--- src/rtl/pma_region_lookup.sv ---
// pma_region_lookup: physical-address attribute oracle that scans the PMA rule tables
// RulesPerCycle rules per table per cycle and answers over a valid/ready handshake.
package config_pkg;
  localparam int unsigned NrMaxRules = 16;
  typedef struct packed {
    int unsigned NrNonIdempotentRules;
    logic [NrMaxRules-1:0][63:0] NonIdempotentAddrBase;
    logic [NrMaxRules-1:0][63:0] NonIdempotentLength;
    int unsigned NrExecuteRegionRules;
    logic [NrMaxRules-1:0][63:0] ExecuteRegionAddrBase;
    logic [NrMaxRules-1:0][63:0] ExecuteRegionLength;
    int unsigned NrCachedRegionRules;
    logic [NrMaxRules-1:0][63:0] CachedRegionAddrBase;
    logic [NrMaxRules-1:0][63:0] CachedRegionLength;
  } cva6_cfg_t;
  localparam cva6_cfg_t cva6_cfg_empty = '0;
endpackage

module pma_region_lookup #(
  parameter config_pkg::cva6_cfg_t CVA6Cfg = config_pkg::cva6_cfg_empty,
  parameter int unsigned RulesPerCycle = 4
) (
  input  logic        clk_i,
  input  logic        rst_ni,
  input  logic        flush_i,
  input  logic        req_valid_i,
  output logic        req_ready_o,
  input  logic [63:0] req_addr_i,
  output logic        resp_valid_o,
  input  logic        resp_ready_i,
  output logic [63:0] resp_addr_o,
  output logic        resp_nonidem_o,
  output logic        resp_exec_o,
  output logic        resp_cached_o
);
  localparam int unsigned KW = $clog2(config_pkg::NrMaxRules);
  localparam int unsigned IdxW = KW + 1;
  localparam int unsigned NNi = CVA6Cfg.NrNonIdempotentRules;
  localparam int unsigned NEx = CVA6Cfg.NrExecuteRegionRules;
  localparam int unsigned NCa = CVA6Cfg.NrCachedRegionRules;
  localparam int unsigned NNiEx = NNi > NEx ? NNi : NEx;
  localparam int unsigned NMax = NNiEx > NCa ? NNiEx : NCa;
  typedef enum logic [1:0] {IDLE, SCAN, RESP} state_e;
  state_e state_q, state_d;
  logic [63:0] addr_q, addr_d;
  logic [IdxW-1:0] idx_q, idx_d, k;
  logic nonidem_q, nonidem_d, exec_q, exec_d, cached_q, cached_d;
  logic ni_hit, ex_hit, ca_hit, last;

  // 65-bit upper bound so a region ending exactly at 2^64 does not wrap
  function automatic logic in_region(input logic [63:0] a, input logic [63:0] b, input logic [63:0] l);
    return a >= b && {1'b0, a} < {1'b0, b} + {1'b0, l};
  endfunction

  always_comb begin
    ni_hit = 1'b0;
    ex_hit = NEx == 0;
    ca_hit = 1'b0;
    k = '0;
    for (int j = 0; j < int'(RulesPerCycle); j++) begin
      k = idx_q + IdxW'(j);
      ni_hit = ni_hit | (k < IdxW'(NNi) && in_region(addr_q, CVA6Cfg.NonIdempotentAddrBase[k[KW-1:0]], CVA6Cfg.NonIdempotentLength[k[KW-1:0]]));
      ex_hit = ex_hit | (k < IdxW'(NEx) && in_region(addr_q, CVA6Cfg.ExecuteRegionAddrBase[k[KW-1:0]], CVA6Cfg.ExecuteRegionLength[k[KW-1:0]]));
      ca_hit = ca_hit | (k < IdxW'(NCa) && in_region(addr_q, CVA6Cfg.CachedRegionAddrBase[k[KW-1:0]], CVA6Cfg.CachedRegionLength[k[KW-1:0]]));
    end
  end

  assign last = idx_q + IdxW'(RulesPerCycle) >= IdxW'(NMax);

  always_comb begin
    state_d = state_q;
    addr_d = addr_q;
    idx_d = idx_q;
    nonidem_d = nonidem_q;
    exec_d = exec_q;
    cached_d = cached_q;
    if (flush_i) state_d = IDLE;
    else if (state_q == IDLE && req_valid_i) begin
      state_d = SCAN;
      addr_d = req_addr_i;
      idx_d = '0;
      nonidem_d = 1'b0;
      exec_d = 1'b0;
      cached_d = 1'b0;
    end else if (state_q == SCAN) begin
      nonidem_d = nonidem_q | ni_hit;
      exec_d = exec_q | ex_hit;
      cached_d = cached_q | ca_hit;
      idx_d = idx_q + IdxW'(RulesPerCycle);
      state_d = last ? RESP : SCAN;
    end else if (state_q == RESP && resp_ready_i) state_d = IDLE;
  end

  always_ff @(posedge clk_i or negedge rst_ni) begin
    if (!rst_ni) begin
      state_q <= IDLE;
      addr_q <= '0;
      idx_q <= '0;
      nonidem_q <= 1'b0;
      exec_q <= 1'b0;
      cached_q <= 1'b0;
    end else begin
      state_q <= state_d;
      addr_q <= addr_d;
      idx_q <= idx_d;
      nonidem_q <= nonidem_d;
      exec_q <= exec_d;
      cached_q <= cached_d;
    end
  end

  assign req_ready_o = state_q == IDLE;
  assign resp_valid_o = state_q == RESP;
  assign resp_addr_o = addr_q;
  assign resp_nonidem_o = nonidem_q;
  assign resp_exec_o = exec_q;
  assign resp_cached_o = cached_q;
endmodule

--- config.mk ---
export PLATFORM = sky130hd
export DESIGN_NAME = pma_region_lookup
export DESIGN_NICKNAME = d
export VERILOG_FILES = /design/src/rtl/pma_region_lookup.sv
export SDC_FILE = /design/constraint.sdc
export NUM_CORES = 1
export LEC_CHECK = 0
export ABC_AREA = 1
export CAP_MARGIN = 5
export CORE_ASPECT_RATIO = 1.25
export CORE_MARGIN = 2
export CORE_UTILIZATION = 36
export DETAILED_ROUTE_END_ITERATION = 16
export PLACE_DENSITY_LB_ADDON = 0.25
export SLEW_MARGIN = 30
export SYNTH_ARGS = -nofsm -noshare
export SYNTH_HDL_FRONTEND = slang
export SYNTH_SLANG_ARGS = --single-unit
--- constraint.sdc ---
create_clock -name clk_i -period 1.22 [get_ports clk_i]
set_clock_uncertainty 0.2 [all_clocks]
set_input_delay 0.244 -clock clk_i [delete_from_list [all_inputs] [get_ports clk_i]]
set_output_delay 0.244 -clock clk_i [all_outputs]
set_load 0.05 [all_outputs]
======== Word-level counts from Yosys, hierarchy flattened ========
Memories as Yosys holds them, arrays and structs flattened.
Index checks and enable logic that the tools add are counted.
cells by class
  bitwise gates (word level) .............. 6
  reductions and logical operators ........ 15
  multiply operators ...................... 0
  multiplexer cells ....................... 17
  shift-type cells ........................ 0
  divide/modulo/power cells ............... 0
  equality and inequality tests ........... 2
  $lt $le $gt $ge ......................... 17
  add/sub/neg operators ................... 8
operators by type and width
  operator               number
  $add A64 B64 Y65       4
  $lt A64 B65 Y1         4
  $ge A64 B64 Y1         4
  $mux W64               4
  $lt A4 B5 Y1 const B   4
  $lt A5 B1 Y1 const B   4
  $add A5 B2 Y5 const B  2
  $logic_and A1 B1 Y1    10
  $mux W2                5
  $mux W5                2
  $mux W1                6
  $add A5 B1 Y5 const B  1
  $add A5 B3 Y5 const B  1
  $ge A5 B1 Y1 const B   1
  $or A1 B1 Y1           5
  $reduce_and A2 Y1      2
  $reduce_bool A4 Y1     1
  $eq A2 B1 Y1 const B   1
  $eq A2 B2 Y1 const B   1
  $logic_not A2 Y1       1
  $reduce_bool A2 Y1     1
  $not A1 Y1             1
word-level totals
  output and inout bits ................... 69
  memories ................................ 4
  memory bits (writable) .................. 0
  memory bits (read-only) ................. 4096
  latch bits .............................. 0
  flip-flop bits (word level) ............. 74
memory list
  memory           depth  bits a word  rd ports  clocked after memory_dff  write ports  RTL line  source
  (no name shown)  16     64           1         0                         0            64        ca_hit = ca_hit | (k < IdxW'(NCa) && in_region(addr_q, CVA6Cfg.CachedRegionAddrBase[k[KW-1:0]], CVA6Cfg.Cached ...
  (no name shown)  16     64           1         0                         0            64
  (no name shown)  16     64           1         0                         0            64
  (no name shown)  16     64           1         0                         0            64

======== Longest topological paths before layout ========
Gate-level depths: netlist (run 1).
  depth in word-level cells ............... 13
  gate-level depth with buffers ........... 7
  gate-level depth less buffers ........... 5

======== Worst setup path before layout (run 1) ========
Ideal clock, no wire load.
  path type ............................... register -> output
  from .................................... register state_q[0]
  to ...................................... output port resp_valid_o
  buffers on the path ..................... 0
  slack ................................... -0.299 ns
  data required time ...................... 0.776 ns
  cell stages (with the launch flop) ...... 2
  data arrival time ....................... 1.075 ns
  cell sequence ........................... dfrtp_1 nor2_1
on the way
  longest elaborated chain between the ends .. 1
RTL lines
  element                   RTL line  source
  start: declaration        44        state_e state_q, state_d;
  start signal: assignment  103       state_q <= state_d;
  $eq A2 B2 Y1              113       assign resp_valid_o = state_q == RESP;
  end: declaration          29        output logic resp_valid_o,
No other way between the ends.

======== Worst setup path in the final report (run 1) ========
  from .................................... register state_q[1]
  to ...................................... register addr_q[7] (netlist: resp_addr_o[7])
on the way
  longest elaborated chain between the ends .. 3
RTL lines
  element                             RTL line  source
  $logic_not A2 Y1                    78        else if (state_q == IDLE && req_valid_i) begin
  $logic_and A1 B1 Y1                 78
  $reduce_and A2 Y1 (no source line)  -
  end signal: assignment              104       addr_q <= addr_d;
  end: declaration                    45        logic [63:0] addr_q, addr_d;
No other way between the ends.
A chain may end at the register's enable or synchronous reset.

==> flow_summary.ini, run 1 <==
[status]
status = finished, violations left
violations = setup timing

[placed_design]
gp_congestion = 0.7774
io_buffer_count = 135
preCtsSetupSlack_ps = -491.5
dp_cells = 519
hpwl_mm = 5.666

[hold_path]
min_path_type = input pin to register

[routing]
postRouteAntennaNets = 0
drt-wirelength-per-cell_um = 19.73
vias_per_cell = 5.037
routed_wl_mm = 11.64
first_pass_iters = 4
drt-initial-drc-count = 182
vias = 2972
drcViolationCount = 0

[critical_path]
critPathMaxFanout = 6
cp-start-kind = register
worstSetupEndpointType = register
critPathKind = register to register
r2r_slack_ps = -400
worstPathArrival_ps = 1690
worst_ep_required_time_ps = 1290

[synth]
synth_top_area_cell = dfrtp_1
synthDistinctLibCells = 10
syn_area_per_cell_um2 = 9.061
synth_most_common_cell = nand2_1
synthTopCellsByArea = dfrtp_1 (62%), nand2_1 (18%), nand3_1 (12%)
synth_async_sr_flop_share_pct = 100.0
synth_ff_type = dfrtp_1
syn-cell-area_um2 = 2700
seq_area_frac_synth_pct = 62.09
ys_seq_elements = 67
yosys_warnings = 0
synthTopCellsByCount = nand2_1 (132), dfrtp_1 (67), nand3_1 (66), buf_4 (12), buf_2 (9)
syn_inst = 298
synth_top_cell_area_share_pct = 62.09
synth_edf_count = 0

[layout]
num-fill-cells = 346
n_antenna_cell = 0
seq_area_um2 = 1683
fin_nets = 562
multi_input_area_um2 = 1210
drive_gt1_share_pct = 46.39
finalNonFillerCells = 590
area_growth_pct = 130.3

[pwr]
cellPowerDensity_nw_per_um2 = 1708
p_comb_share_pct = 48.9
p_int_mw = 6.665
clkPwrFrac_pct = 21.4
p_leak_nw = 3.005
p_seq_share_pct = 29.7
ir_worst_vdd_mv = 1.139
swShare_pct = 37.24
p_switching_mw = 3.956

[global_route]
antenna_found_initial = 0
grt_overflow = 0
grt_pass1_wl_mm = 13.95
grt.total_usage_pct = 22.63
grt_start_max_net_pins = 38
first_global_vias = 2778

[timing]
slew_violations = 0
post-route-period-util_pct = 132.7
report.final.setup_viol = 133
max_freq_mhz = 617.8
rsz0062_at_grt = yes
hold_viol = 0
fin_ws_ps = -398.7
final.min_clock_period_ps = 1619

[floorplanning]
num_rows = 35
io_pins = 138
start_util_pct = 36.92
core_um2 = 7313
fp.dieW_um = 81.46
dieHeight_um = 100.8
dieArea_um2 = 8213

[cts]
cts_tree = done
cts.sinks = 67
numCtsBuffers = 9
ctsRootBufferMaster = clkbuf_8
clk_pin_slew_worst_paths_ps = 70
clockBufferDepth = 2
clkLatencyLatePin_ps = 330
htree_num_levels = 3

[run]
cap_violations = 0
kinds of logic (layout without fill, tap and decap cells):
family,after synthesis,in the layout,synth area share [%]
buffers and inverters,26,223,6.256
flip-flops,67,67,62.09
AND/OR/NAND/NOR,204,206,31.51
other,1,2,0.1389
routing by layer:
| metal | global-route usage [%] | up-vias | routed length, um | share of wire (%) |
|---|---|---|---|---|
| li1 | - | 1336 | - | - |
| met1 | 26.88 | 1486 | 4134 | 36 |
| met2 | 38.59 | 122 | 6380 | 55 |
| met3 | 5.824 | 28 | 713 | 6.1 |
| met4 | 8.996 | 0 | 414 | 3.6 |
| met5 | 0 | - | 0 | 0 |
final cells by class:
type	count	area share (%)
Clock buffer	11	2.274
Clock inverter	5	1.610
Inverter	3	0.2213
Multi-Input combinational cell	208	19.46
Sequential cell	67	27.06
Tap cell	92	1.851
Timing Repair Buffer	204	47.53
final timing paths:
kind,from,endpoint,depth (start not counted)
max,state_q[1],resp_addr_o[7],7
min,flush_i,resp_exec_o,4
max reg2reg,state_q[1],resp_addr_o[7],7
min reg2reg,resp_addr_o[25],resp_addr_o[25],2
max in group asynchronous,rst_ni,resp_addr_o[10],3
min in group asynchronous,rst_ni,resp_addr_o[47],3
cell usage in the layout (no fill, tap or decap):
cell type	n
nand2_1	81
buf_12	79
clkdlybuf4s50_1	65
dfrtp_1	62
nand3_1	50
nand2_2	39
buf_4	35
nand3_2	16
nand2_4	11
clkbuf_8	10
clkbuf_16	7
buf_6	6
nor2_4	5
buf_16	5
dfrtp_2	5
nand2_8	3
bufinv_16	3
conb_1	2
clkinv_2	2
buf_8	2
dlygate4sd3_1	2
dlymetal6s2s_1	2
inv_4	1
inv_2	1
inv_1	1
nor2_1	1
clkbuf_1	1
buf_2	1
sequential cells by signal (all words and copies together) (netlist names):
signal	flops
resp_addr_o	64
state_q	2
resp_exec_o	1
power groups by stage:
stage	clock (mW)	sequential, mW	combinational [mW]
after floorplan	0	4.36	0.538
after global placement	0	3.13	4.18
after detailed placement	0	3.14	4.24
after CTS	2.27	3.11	4.53
after global routing	2.40	3.19	5.37
final	2.27	3.16	5.19
critical path, stage by stage, from the launching register on:
cell       delay [ps]
dfrtp_1           420
nor2_4            170
buf_6             120
buf_12            130
buf_12            160
clkbuf_16         160
nand3_2            80
nand2_1           100
what timing repair did:
action                     in CTS  in global routing
resized for setup              24                102
cloned                          5                 11
setup buffers                  15                 26
setup endpoints to repair     134                134
pin swaps                       4                 24
hold endpoints to repair       67                  1
hold buffers                    1                  1
through the flow:
step / hold WS, ps / TNS, ps / cell area, um2 / utilization [%] / power, mW
3_3_place_gp: 36.30 / -26980 / 4878 / 66.71 / 7.317
5_1_grt: 200.7 / -37570 / 6218 / 85.03 / 10.96
6_report: 187.7 / -32540 / 6218 / 85.03 / 10.62
2_1_floorplan: -251.6 / -4016 / 2706 / - / 4.895
3_5_place_dp: 43.11 / -29400 / 4878 / 66.71 / 7.386
4_1_cts: 237.3 / -29950 / 5482 / 74.95 / 9.907
No activity file was read; power rests on OpenSTA's default activity.
==> run 2, diff against run 1 <==
Settings changed: CTS_CLUSTER_DIAMETER from default to 100.
==> results of run 2 <==
The final DEF is identical to that of run 1; final timing and power are the same.
==> run 3, diff against run 2 <==
Settings changed: CORE_MARGIN 2 to 3, CORE_UTILIZATION 36 to 43, MAX_ROUTING_LAYER from default to met4.
Clock period 1.22 ns to 1.9 ns, I/O delays scaled along.
==> flow_summary.ini, run 3 (synthesis gave the netlist of run 1 again) <==
[pwr]
clkPwrFrac_pct = 23.0
p_int_mw = 2.979
p_seq_share_pct = 36.9
ir_worst_vdd_mv = 0.6256
power_mw = 5.007
p_switching_mw = 2.028
p_comb_share_pct = 40.1
cellPowerDensity_nw_per_um2 = 1200
p_leak_nw = 2.192
swShare_pct = 40.50

[cts]
cts_tree = done
cts_setup_buffers = 0
clk_pin_slew_worst_paths_ps = 70
postCtsResizedCells = 0
clkLatencyLatePin_ps = 320
cts.sinks = 67
htree_num_levels = 3
numCtsBuffers = 9
cts_hold_buffers = 1
clockBufferDepth = 2
ctsRootBufferMaster = clkbuf_8

[timing]
max_freq_mhz = 560.7
slew_violations = 0
post-route-period-util_pct = 93.87
rsz0062_at_grt = no
finalSetupTns_ps = 0
final.min_clock_period_ps = 1784
report.final.setup_viol = 0
timing.hold.ws_ps = 270.5
fin_ws_ps = 116.5
hold_viol = 0

[layout]
finalNonFillerCells = 516
num-fill-cells = 476
area_growth_pct = 54.59
final_common_cell = nand2_1
final_cell_mix = nand2_1 (131), buf_4 (68), clkdlybuf4s50_1 (67), dfrtp_1 (67), nand3_1 (66)
final_area_um2 = 4174
drive_gt1_share_pct = 20.97
n_antenna_cell = 0
utilization_pct = 70.34
largest_reg_flops = 64
fin_nets = 499

[floorplanning]
fp.dieW_um = 76.88
dieArea_um2 = 7272
io_pins = 138
core_um2 = 5934
num_rows = 31
dieHeight_um = 94.60
start_util_pct = 45.50

[critical_path]
worstPathArrival_ps = 1200
worst_r2r_endpoint = resp_addr_o[22]
critPathKind = register to output port
crit_end = resp_valid_o
worst_ep_required_time_ps = 1320
r2r_slack_ps = 320
critPathMaxFanout = 3
worstSetupEndpointType = output port
reg2reg_from = state_q[0]
critPathLaunch = state_q[1]
cp-start-kind = register
r2r.worst_path.cells = 4

[placed_design]
io_buffer_count = 135
dpl_cell_area_um2 = 3970
hpwl_mm = 5.075
preCtsSetupSlack_ps = 56.78
dp_cells = 500
gp_congestion = 0.7615

[global_route]
grt_overflow = 0
antenna_found_initial = 0
grt_pass1_wl_mm = 11.53
first_global_vias = 2474
grt.total_usage_pct = 20.64
grt_start_max_net_pins = 68

[hold_path]
min_path_type = register to register

[routing]
drcViolationCount = 0
postRouteAntennaNets = 0
drt-initial-drc-count = 157
vias = 2500
routed_wl_mm = 7.284
vias_per_cell = 4.845
first_pass_iters = 4
drt-wirelength-per-cell_um = 14.12

[run]
cap_violations = 0

[status]
status = finished clean
## run 3: worst min-delay path by stage
| stage | startpoint | to | slack [ps] | depth (start not counted) |
|---|---|---|---|---|
| 6_report | resp_addr_o[55] | resp_addr_o[55] | 270 | 2 |
| 5_1_grt | resp_addr_o[16] | resp_addr_o[16] | 300 | 2 |
| 4_1_cts | resp_addr_o[55] | resp_addr_o[55] | 280 | 2 |
| 3_5_place_dp | rst_ni | resp_addr_o[45] | 230 | 2 |
| 3_3_place_gp | rst_ni | resp_addr_o[45] | 220 | 2 |
| 2_1_floorplan | rst_ni | resp_addr_o[0] | -120 | 0 |
## run 3: metal layers
layer,global-route usage (%),part of all wire [%]
met2,36.41,52
met4,8.308,2.3
met5,-,0
met1,21.76,38
met3,6.011,7.4
## run 3: worst max-delay path: stages (launching register included)
cell and delay [ps]:
dfrtp_1 420, inv_1 100, nor2_1 190, buf_12 170
## run 3: power groups by stage
| stage | logic [mW] | registers [mW] | clock network (mW) |
|---|---|---|---|
| 2_1_floorplan | 0.345 | 2.80 | 0 |
| 3_3_place_gp | 2.00 | 1.86 | 0 |
| 3_5_place_dp | 2.03 | 1.87 | 0 |
| 4_1_cts | 2.03 | 1.85 | 1.18 |
| 5_1_grt | 2.11 | 1.88 | 1.24 |
| 6_report | 2.01 | 1.85 | 1.15 |
## run 3: area by class of cell
type                            instances  area (um2)  share of cell area, %
Multi-Input combinational cell        206       873.3                  20.92
Inverter                                3       11.26                 0.2698
Clock inverter                          2       35.03                 0.8393
Clock buffer                           13       158.9                  3.807
Sequential cell                        67        1677                  40.17
Tap cell                               82       102.6                  2.458
Timing Repair Buffer                  143        1316                  31.53
